### config.mk
export PLATFORM = sky130hd
export DESIGN_NAME = writeback_arbiter
export DESIGN_NICKNAME = d
export VERILOG_FILES = /design/src/rtl/mips_pkg.sv /design/src/rtl/sync_fifo.sv /design/src/rtl/writeback_arbiter.sv
export SDC_FILE = /design/constraint.sdc
export NUM_CORES = 1
export LEC_CHECK = 0
export BUFFER_PORTS_ARGS = -buffer_cell sky130_fd_sc_hd__buf_4
export CAP_MARGIN = 25
export CORE_MARGIN = 2
export CORE_UTILIZATION = 30
export CTS_CLUSTER_DIAMETER = 30
export CTS_CLUSTER_SIZE = 40
export DETAILED_ROUTE_END_ITERATION = 10
export GPL_ROUTABILITY_DRIVEN = 0
export SETUP_SLACK_MARGIN = 0.5
export SYNTH_ARGS = -nofsm -noshare
export SYNTH_HDL_FRONTEND = slang
export SYNTH_SLANG_ARGS = --single-unit
### constraint.sdc
create_clock -name clk_i -period 3.2 [get_ports clk_i]
set_input_delay 0.8 -clock clk_i [delete_from_list [all_inputs] [get_ports clk_i]]
set_output_delay 0.8 -clock clk_i [all_outputs]
set_load 0.01 [all_outputs]
### src/rtl/mips_pkg.sv
// Shared constants for the writeback path: load size encodings and default datapath widths.
package mips_pkg;

  localparam int DEF_ADDR_SIZE = 5;
  localparam int DEF_WORD_SIZE = 32;

  localparam logic [1:0] LS_BYTE = 2'd0;
  localparam logic [1:0] LS_HALF = 2'd1;
  localparam logic [1:0] LS_WORD = 2'd2;

endpackage

### src/rtl/sync_fifo.sv
// Single-clock FIFO with power-of-two depth and a separate occupancy counter.
module sync_fifo
  import mips_pkg::*;
#(
  parameter int DEPTH = 4,
  parameter int WIDTH = DEF_ADDR_SIZE + DEF_WORD_SIZE
) (
  input  logic                       clk_i,
  input  logic                       rst_ni,
  input  logic                       push_i,
  input  logic                       pop_i,
  input  logic [WIDTH-1:0]           data_i,
  output logic [WIDTH-1:0]           data_o,
  output logic                       full_o,
  output logic                       empty_o,
  output logic [$clog2(DEPTH):0]     count_o
);

  localparam int PW = $clog2(DEPTH);
  localparam int CW = PW + 1;

  logic [WIDTH-1:0] mem_q [DEPTH];
  logic [PW-1:0]    wr_ptr_q, wr_ptr_d;
  logic [PW-1:0]    rd_ptr_q, rd_ptr_d;
  logic [CW-1:0]    count_q, count_d;
  logic             do_push, do_pop;

  assign full_o  = (count_q == CW'(DEPTH));
  assign empty_o = (count_q == '0);
  assign count_o = count_q;
  assign data_o  = mem_q[rd_ptr_q];

  // Requests against a full or empty FIFO are ignored rather than corrupting state.
  assign do_push = push_i && !full_o;
  assign do_pop  = pop_i && !empty_o;

  always_comb begin
    wr_ptr_d = wr_ptr_q;
    rd_ptr_d = rd_ptr_q;
    count_d  = count_q;
    if (do_push) wr_ptr_d = wr_ptr_q + PW'(1);
    if (do_pop)  rd_ptr_d = rd_ptr_q + PW'(1);
    case ({do_push, do_pop})
      2'b10:   count_d = count_q + CW'(1);
      2'b01:   count_d = count_q - CW'(1);
      default: count_d = count_q;
    endcase
  end

  always_ff @(posedge clk_i or negedge rst_ni) begin
    if (!rst_ni) begin
      wr_ptr_q <= '0;
      rd_ptr_q <= '0;
      count_q  <= '0;
    end else begin
      wr_ptr_q <= wr_ptr_d;
      rd_ptr_q <= rd_ptr_d;
      count_q  <= count_d;
    end
  end

  always_ff @(posedge clk_i) begin
    if (do_push) mem_q[wr_ptr_q] <= data_i;
  end

endmodule

### src/rtl/writeback_arbiter.sv
// Register file write-port arbiter: ALU results take priority, load responses are
// formatted, buffered, and tracked in a per-register busy scoreboard.
module writeback_arbiter
  import mips_pkg::*;
#(
  parameter int ADDR_SIZE  = DEF_ADDR_SIZE,
  parameter int WORD_SIZE  = DEF_WORD_SIZE,
  parameter int FIFO_DEPTH = 4
) (
  input  logic                      clk_i,
  input  logic                      rst_ni,
  input  logic                      alu_en_i,
  input  logic [ADDR_SIZE-1:0]      alu_rd_i,
  input  logic [WORD_SIZE-1:0]      alu_data_i,
  input  logic                      ld_issue_i,
  input  logic [ADDR_SIZE-1:0]      ld_issue_rd_i,
  // Load response handshake: a beat transfers on a cycle where ld_valid_i and
  // ld_ready_o are both high; ld_ready_o never looks at ld_valid_i.
  input  logic                      ld_valid_i,
  output logic                      ld_ready_o,
  input  logic [ADDR_SIZE-1:0]      ld_rd_i,
  input  logic [WORD_SIZE-1:0]      ld_data_i,
  input  logic [1:0]                ld_size_i,
  input  logic                      ld_signed_i,
  input  logic [1:0]                ld_offset_i,
  output logic                      rd_en_o,
  output logic [ADDR_SIZE-1:0]      rd_o,
  output logic [WORD_SIZE-1:0]      rd_data_o,
  output logic [2**ADDR_SIZE-1:0]   busy_o
);

  localparam int FW   = ADDR_SIZE + WORD_SIZE;
  localparam int NREG = 2**ADDR_SIZE;

  logic [7:0]           byte_lane;
  logic [15:0]          half_lane;
  logic [WORD_SIZE-1:0] fmt_data;

  logic                 fifo_full, fifo_empty;
  logic [FW-1:0]        fifo_head;
  logic [$clog2(FIFO_DEPTH):0] fifo_count;
  logic                 accept, use_fifo, bypass, push;

  logic                 sel_valid, sel_is_load;
  logic [ADDR_SIZE-1:0] sel_rd;
  logic [WORD_SIZE-1:0] sel_data;

  logic                 rd_en_q, rd_en_d;
  logic [ADDR_SIZE-1:0] rd_q, rd_d;
  logic [WORD_SIZE-1:0] rd_data_q, rd_data_d;
  logic [NREG-1:0]      busy_q, busy_d;

  // Big-endian lane selection: offset 0 addresses the most significant byte.
  always_comb begin
    byte_lane = 8'h00;
    case (ld_offset_i)
      2'd0:    byte_lane = ld_data_i[WORD_SIZE-1  -: 8];
      2'd1:    byte_lane = ld_data_i[WORD_SIZE-9  -: 8];
      2'd2:    byte_lane = ld_data_i[WORD_SIZE-17 -: 8];
      default: byte_lane = ld_data_i[WORD_SIZE-25 -: 8];
    endcase
    half_lane = ld_offset_i[1] ? ld_data_i[WORD_SIZE-17 -: 16]
                               : ld_data_i[WORD_SIZE-1  -: 16];
    case (ld_size_i)
      LS_BYTE: fmt_data = {{(WORD_SIZE-8){ld_signed_i & byte_lane[7]}}, byte_lane};
      LS_HALF: fmt_data = {{(WORD_SIZE-16){ld_signed_i & half_lane[15]}}, half_lane};
      default: fmt_data = ld_data_i;
    endcase
  end

  assign ld_ready_o = !fifo_full;
  assign accept     = ld_valid_i && ld_ready_o;
  assign use_fifo   = !alu_en_i && !fifo_empty;
  assign bypass     = !alu_en_i && fifo_empty && accept;
  assign push       = accept && !bypass;

  sync_fifo #(
    .DEPTH (FIFO_DEPTH),
    .WIDTH (FW)
  ) u_fifo (
    .clk_i   (clk_i),
    .rst_ni  (rst_ni),
    .push_i  (push),
    .pop_i   (use_fifo),
    .data_i  ({ld_rd_i, fmt_data}),
    .data_o  (fifo_head),
    .full_o  (fifo_full),
    .empty_o (fifo_empty),
    .count_o (fifo_count)
  );

  always_comb begin
    sel_valid   = 1'b0;
    sel_is_load = 1'b0;
    sel_rd      = '0;
    sel_data    = '0;
    if (alu_en_i) begin
      sel_valid = 1'b1;
      sel_rd    = alu_rd_i;
      sel_data  = alu_data_i;
    end else if (use_fifo) begin
      sel_valid   = 1'b1;
      sel_is_load = 1'b1;
      sel_rd      = fifo_head[FW-1 -: ADDR_SIZE];
      sel_data    = fifo_head[WORD_SIZE-1:0];
    end else if (bypass) begin
      sel_valid   = 1'b1;
      sel_is_load = 1'b1;
      sel_rd      = ld_rd_i;
      sel_data    = fmt_data;
    end
  end

  // Writes to r0 still consume their source but never assert the write enable.
  always_comb begin
    rd_en_d   = sel_valid && (sel_rd != '0);
    rd_d      = sel_valid ? sel_rd   : rd_q;
    rd_data_d = sel_valid ? sel_data : rd_data_q;
  end

  // Clear first, then set, so a same-cycle issue to the retiring register wins.
  always_comb begin
    busy_d = busy_q;
    if (sel_is_load) busy_d[sel_rd] = 1'b0;
    if (ld_issue_i && (ld_issue_rd_i != '0)) busy_d[ld_issue_rd_i] = 1'b1;
  end

  always_ff @(posedge clk_i or negedge rst_ni) begin
    if (!rst_ni) begin
      rd_en_q   <= 1'b0;
      rd_q      <= '0;
      rd_data_q <= '0;
      busy_q    <= '0;
    end else begin
      rd_en_q   <= rd_en_d;
      rd_q      <= rd_d;
      rd_data_q <= rd_data_d;
      busy_q    <= busy_d;
    end
  end

  assign rd_en_o   = rd_en_q;
  assign rd_o      = rd_q;
  assign rd_data_o = rd_data_q;
  assign busy_o    = busy_q;

endmodule
# --- Yosys cells after proc, flatten, opt, wreduce, memory -nomap -nowiden ---
# Memory sizes are Yosys's and may differ from the RTL's.
# Index checks and enable logic that the tools add are counted.
classes:
  n_addsub: 4
  order_cmp: 4
  n_eq_ne: 6
  n_mux: 22
  bitwise_logic: 5
  reduce_logical: 21
ops:
  columns: ["cell", "n"]
  rows:
  - ["$mux 32", 5]
  - ["$pmux 32 s2", 1]
  - ["$and 32x32->32", 1]
  - ["$not 32->32", 1]
  - ["$or 32x32->32", 1]
  - ["$pmux 8 s3", 1]
  - ["$mux 16", 1]
  - ["$mux 5", 3]
  - ["$lt 5x6->1 const B", 2]
  - ["$logic_and 1x1->1", 11]
  - ["$demux 1 s5", 2]
  - ["$ge 5x1->1 const B", 2]
  - ["$reduce_bool 5->1", 2]
  - ["$mux 1", 8]
  - ["$eq 2x1->1 const B", 3]
  - ["$pmux 3 s2", 1]
  - ["$add 2x1->2 const B", 2]
  - ["$eq 2x2->1 const B", 2]
  - ["$logic_not 1->1", 4]
  - ["$logic_not 2->1", 2]
  - ["$add 3x1->3 const B", 1]
  - ["$eq 3x3->1 const B", 1]
  - ["$logic_not 3->1", 1]
  - ["$sub 3x1->3 const B", 1]
  - ["other kinds (2)", 3]
totals:
  reg_bits: 77
  ram_bits: 148
  in_bits: 89
  out_inout_bits: 71
  mem_count: 1
memory_table:
  columns: ["name", "depth", "width", "rd", "rd_ports_with_merged_regs", "write_ports", "line_no", "text"]
  rows:
  - ["u_fifo.mem_q", 4, 37, 1, 0, 1, "sync_fifo.sv:22", "logic [WIDTH-1:0] mem_q [DEPTH];"]

# --- Longest topological paths before layout ---
depth:
  depth_word: 16
  depth_mapped: 11

# --- Cells and area by module ---
# Synthesis repeated with hierarchy kept, for this count alone.
unflattened:
  cells_unflattened: 672
  area_unflattened_um2: 9924.5
by_module_without_submodules:
  columns: ["module", "n_inst", "cells_per_inst", "area_each_um2", "seq_area_each_um2"]
  rows:
  - ["sync_fifo", 1, 231, 5755.5, 4619.4]
  - ["writeback_arbiter", 1, 441, 4169.0, 1751.7]

# --- Worst setup path before layout ---
# OpenSTA, ideal clock, no wires.
synth_timing:
  path_kind: "input -> register"
  from: "input port ld_valid_i"
  to: "memory u_fifo.mem_q[0][0] (netlist name) (enable)"
  setup_time_ns: 0.398
  arrival_time_ns: 2.543
  slack_ns: 0.259
  path_stages: 4
  n_path_buf: 2
  path_cell_list: "clkbuf_1 -> clkbuf_1 -> o211a_1 -> and2_1"
synth_between:
  elab_chain_cells: 7
synth_lines:
  columns: ["element", "line_no", "text"]
  rows:
  - ["start: declaration", "writeback_arbiter.sv:19", "input logic ld_valid_i,"]
  - ["$logic_and 1x1->1 *", "writeback_arbiter.sv:72", "assign accept = ld_valid_i && ld_ready_o;"]
  - ["$logic_and 1x1->1", "writeback_arbiter.sv:74", "assign bypass = !alu_en_i && fifo_empty && accept;"]
  - ["$logic_not 1->1", "writeback_arbiter.sv:75", "assign push = accept && !bypass;"]
  - ["$logic_and 1x1->1 *", "writeback_arbiter.sv:75", null]
  - ["$logic_and 1x1->1 *", "sync_fifo.sv:34", "assign do_push = push_i && !full_o;"]
  - ["$mux 1 *", "sync_fifo.sv:63", "if (do_push) mem_q[wr_ptr_q] <= data_i;"]
  - ["$mux 1 (implied by the code) *", "sync_fifo.sv:63", null]
  - ["end: declaration", "sync_fifo.sv:22", null]
# Mark *: on every way between the ends. The rest lies on a longest branch, timed or not.

# --- Worst setup path after layout ---
layout_timing:
  from: "register u_fifo.count_q[2] (netlist: u_fifo.count_o[2])"
  to: "register busy_q[31] (netlist: busy_o[31])"
layout_between:
  elab_chain_cells: 16
layout_lines:
  columns: ["element", "line_no", "text"]
  rows:
  - ["start: declaration", "sync_fifo.sv:25", "logic [CW-1:0] count_q, count_d;"]
  - ["start signal: assignment", "sync_fifo.sv:58", "count_q <= count_d;"]
  - ["$eq 3x3->1", "sync_fifo.sv:28", "assign full_o = (count_q == CW'(DEPTH));"]
  - ["$logic_not 1->1", "writeback_arbiter.sv:71", "assign ld_ready_o = !fifo_full;"]
  - ["$logic_and 1x1->1", "writeback_arbiter.sv:72", null]
  - ["$logic_and 1x1->1", "writeback_arbiter.sv:74", null]
  - ["$mux 5", "writeback_arbiter.sv:106", "end else if (bypass) begin"]
  - ["$mux 5", "writeback_arbiter.sv:101", "end else if (use_fifo) begin"]
  - ["$mux 5", "writeback_arbiter.sv:97", "if (alu_en_i) begin"]
  - ["$lt 5x6->1 (implied by the code) or $ge 5x1->1 (tied branches)", "writeback_arbiter.sv:124", "if (sel_is_load) busy_d[sel_rd] = 1'b0;"]
  - ["$logic_and 1x1->1 (implied by the code)", "writeback_arbiter.sv:124", null]
  - ["$mux 1 (implied by the code)", "writeback_arbiter.sv:124", null]
  - ["$demux 1 s5", "writeback_arbiter.sv:124", null]
  - ["$not 32->32 (no source line)", null, null]
  - ["$and 32x32->32 (no source line)", null, null]
  - ["$mux 32 *", "writeback_arbiter.sv:124", null]
  - ["$or 32x32->32 (no source line)", null, null]
  - ["$mux 32 *", "writeback_arbiter.sv:125", "if (ld_issue_i && (ld_issue_rd_i != '0)) busy_d[ld_issue_rd_i] = 1'b1;"]
  - ["net busy_d[31]", "writeback_arbiter.sv:51", "logic [NREG-1:0] busy_q, busy_d;"]
  - ["end signal: assignment", "writeback_arbiter.sv:138", "busy_q <= busy_d;"]
  - ["end: declaration", "writeback_arbiter.sv:51", null]
# The timed path passes the listed nets; every way through them passes the cells marked *.
# A chain may end at the register's enable or synchronous reset.

==> results.sh <==
export IMPL_hold_class="primary input to async pin"
export IMPL_placed_cell_area_um2=12100
export IMPL_required_ns=3.58
export IMPL_p_total_mw=12.8
export IMPL_core_area_um2=33700
export IMPL_arrival_ns=2.89
export IMPL_setup_violations=0
export IMPL_whs_ns=0.308
export IMPL_first_pass_iters=5
export IMPL_slew_headroom_pct=50.4
export IMPL_synth_mux_area_fraction_pct=9.52
export IMPL_synth_seq_area_share_pct=61.7
export IMPL_grt_ovfl_total=0
export IMPL_antenna_found_initial=0
export IMPL_synth_cell_types=60
export IMPL_grt_pass1_wl_um=46000
export IMPL_synthCells=788
export IMPL_clkLatencyLatePin_ns=0.55
export IMPL_reg2reg_to="busy_o[31]"
export IMPL_status="finished, final reports clean"
export IMPL_syn_area_per_cell_um2=13.1
export IMPL_startpoint_type="register"
export IMPL_viasPerCell=5.26
export IMPL_tightest_slew_ns=0.733
export IMPL_regToRegSetupSlack_ns=0.69
export IMPL_cts_root_buffer="clkbuf_16"
export IMPL_cap_violations=0
export IMPL_numCtsBuffers=48
export IMPL_endpoint_kind="register"
export IMPL_switching_share_pct=29.3
export IMPL_yosys_top_cells_area="edfxtp_1 (43%), dfrtp_1 (19%), mux4_2 (7.9%), nand2_1 (3.2%), o21ai_0 (2.5%)"
export IMPL_synth_top_family_by_area="compound AO/OA/AOI/OAI gates"
export IMPL_cts_sinks=225
export IMPL_clkTransAtPathRegs_ns=0.05
export IMPL_grt_usage_pct=16.7
export IMPL_rows=67
export IMPL_stdcell_area_um2=13900
export IMPL_intPower_mw=9.08
export IMPL_synth_fa_ha_area_share_pct=0.800
export IMPL_drc=0
export IMPL_synth_xor_area_share_pct=0.509
export IMPL_rr_worst_depth=6
export IMPL_setup_tns_final_ns=0
export IMPL_maxSlewViolCount=0
export IMPL_net_switching_power_mw=3.77
export IMPL_netlist_area_leader_share_pct=43.0
export IMPL_grtUsageMet2_pct=25.9
export IMPL_met3_usage_pct=3.91
export IMPL_synthesis_area_um2=10300
export IMPL_synth_common_cells="edfxtp_1 (148), nand2_1 (88), dfrtp_1 (77), nor2_1 (57), o21ai_0 (51)"
export IMPL_die_width_um=190
export IMPL_fin_nets=1070
export IMPL_pin_count=160
export IMPL_place_ws_ns=0.635
export IMPL_final_cells=1462
export IMPL_endpoint="busy_o[31]"
export IMPL_busiest_layer="met2"
export IMPL_ys_ff_latch=225
export IMPL_finalWorstSetupSlack_ns=0.686
export IMPL_p_leak_nw=5.35
export IMPL_drt_initial_drc_count=691
export IMPL_io_buffers=159
export IMPL_synth_compound_area_share_pct=12.7
export IMPL_period_needed_ns=2.51
export IMPL_cp_startpoint="u_fifo.count_o[2]"
export IMPL_die_h_um=190
export IMPL_synth_most_common_cell="edfxtp_1"
export IMPL_worstSetupPathType="register to register"
export IMPL_hold_violations=0
export IMPL_cellPowerDensity_nw_per_um2=927
export IMPL_fin_crit_sh_pct=78.6
export IMPL_grt_pass1_vias=7685
export IMPL_final_util_pct=41.1
export IMPL_area_delta_synth_final_pct=34.3
export IMPL_antenna_cells=0
export IMPL_path_max_fanout=59
export IMPL_vias=7685
export IMPL_post_cts_buffers=0
export IMPL_totalWireLength_um=30000
export IMPL_dp_hpwl_um=20000
export IMPL_avgRoutedWirePerCell_um=20.5
export IMPL_drive_gt1_share_pct=32.7
export IMPL_fin_skew_ns=0.0190
export IMPL_post_cts_resized=0
export IMPL_cts_hold_buf=0
export IMPL_dp_cells=1373
export IMPL_fmax_ghz=0.398
export IMPL_yosysWarnings=0
export IMPL_start_util_pct=30.6
export IMPL_synth_edf_count=148
export IMPL_synth_ff_type="edfxtp_1"
export IMPL_cts_tree="yes"
export IMPL_ant_nets=0
export IMPL_p_clk_share_pct=41.3
export IMPL_use_met1_pct=23.5
export IMPL_clk_path_buf_depth=3
export IMPL_die_area_um2=35900
export IMPL_grt_max_degree=60
export IMPL_rr_startpoint="u_fifo.count_o[2]"
export IMPL_power_frac_comb_pct=26.5
export IMPL_synthArstFlopShare_pct=34.2
export IMPL_ir_drop_uv=450
export IMPL_rsz0062_at_grt="no"
export IMPL_seqPwrFrac_pct=32.2
export IMPL_h_tree_depth=2
export IMPL_synthesis_nets=883
export IMPL_yosysTopAreaCell="edfxtp_1"
export IMPL_synth_simple_area_share_pct=11.5
state kept, by name, indices dropped and copies added, names as in the netlist:
signal,flops
rd_data_o,32
u_fifo.count_o,3
rd_o,5
u_fifo.rd_ptr_q,2
u_fifo.mem_q,148
u_fifo.wr_ptr_q,2
busy_o,32
rd_en_o,1
per-layer routing:
metal,share of wire (%),vias up
li1,-,3412
met1,43,3860
met2,46,361
met3,8.8,52
met4,1.9,0
met5,0,-
final cells by class:
cell class / count / area [um2]
clock inverter: 25 / 397
timing repair buffer: 188 / 1440
multi-input combinational: 484 / 3630
tap: 448 / 561
sequential: 225 / 6370
inverter: 28 / 105
fill: 3189 / 19800
clock buffer: 64 / 1360
critical path, stage by stage (launching register included):
cell      delay (ns)
dfrtp_1         0.43
or3_2           0.16
buf_4           0.53
and2_4          0.29
o31ai_2         0.07
nor4b_1         0.66
o211ai_1        0.18
logic make-up after synthesis:
logic type               after synthesis
AO/OA/AOI/OAI                        188
XOR/XNOR                               6
adder cells (fa/ha/maj)                6
buffers and inverters                 79
flip-flops                           225
multiplexers                          49
AND/OR/NAND/NOR                      235
cell usage in the layout, fill, tap and decap left out, types with 16 or more instances in the layout:
master,n
a21oi_1,34
buf_4,186
clkbuf_16,50
dfrtp_1,76
edfxtp_1,148
inv_1,28
mux4_2,36
nand2_1,88
nand3_1,21
nor2_1,57
nor3b_1,20
o211ai_1,19
o21ai_0,51
o221ai_1,16
how the worst min path moves through the flow:
stage,from,endpoint,depth (start not counted)
2_1_floorplan,rst_ni,busy_o[0],0
3_3_place_gp,rd_o[4],rd_o[4],2
3_5_place_dp,rd_o[4],rd_o[4],2
4_1_cts,rst_ni,busy_o[6],1
5_1_grt,rst_ni,rd_o[4],1
6_report,rst_ni,busy_o[17],1
power groups by stage:
stage / combinational, mW / sequential, mW / clock (mW)
2_1_floorplan: 2.11 / 4.19 / 0
3_3_place_gp: 3.40 / 4.17 / 0
3_5_place_dp: 3.43 / 4.19 / 0
4_1_cts: 3.45 / 4.15 / 5.38
5_1_grt: 3.73 / 4.20 / 5.53
6_report: 3.40 / 4.14 / 5.30
(Power assumes the default switching activity.)
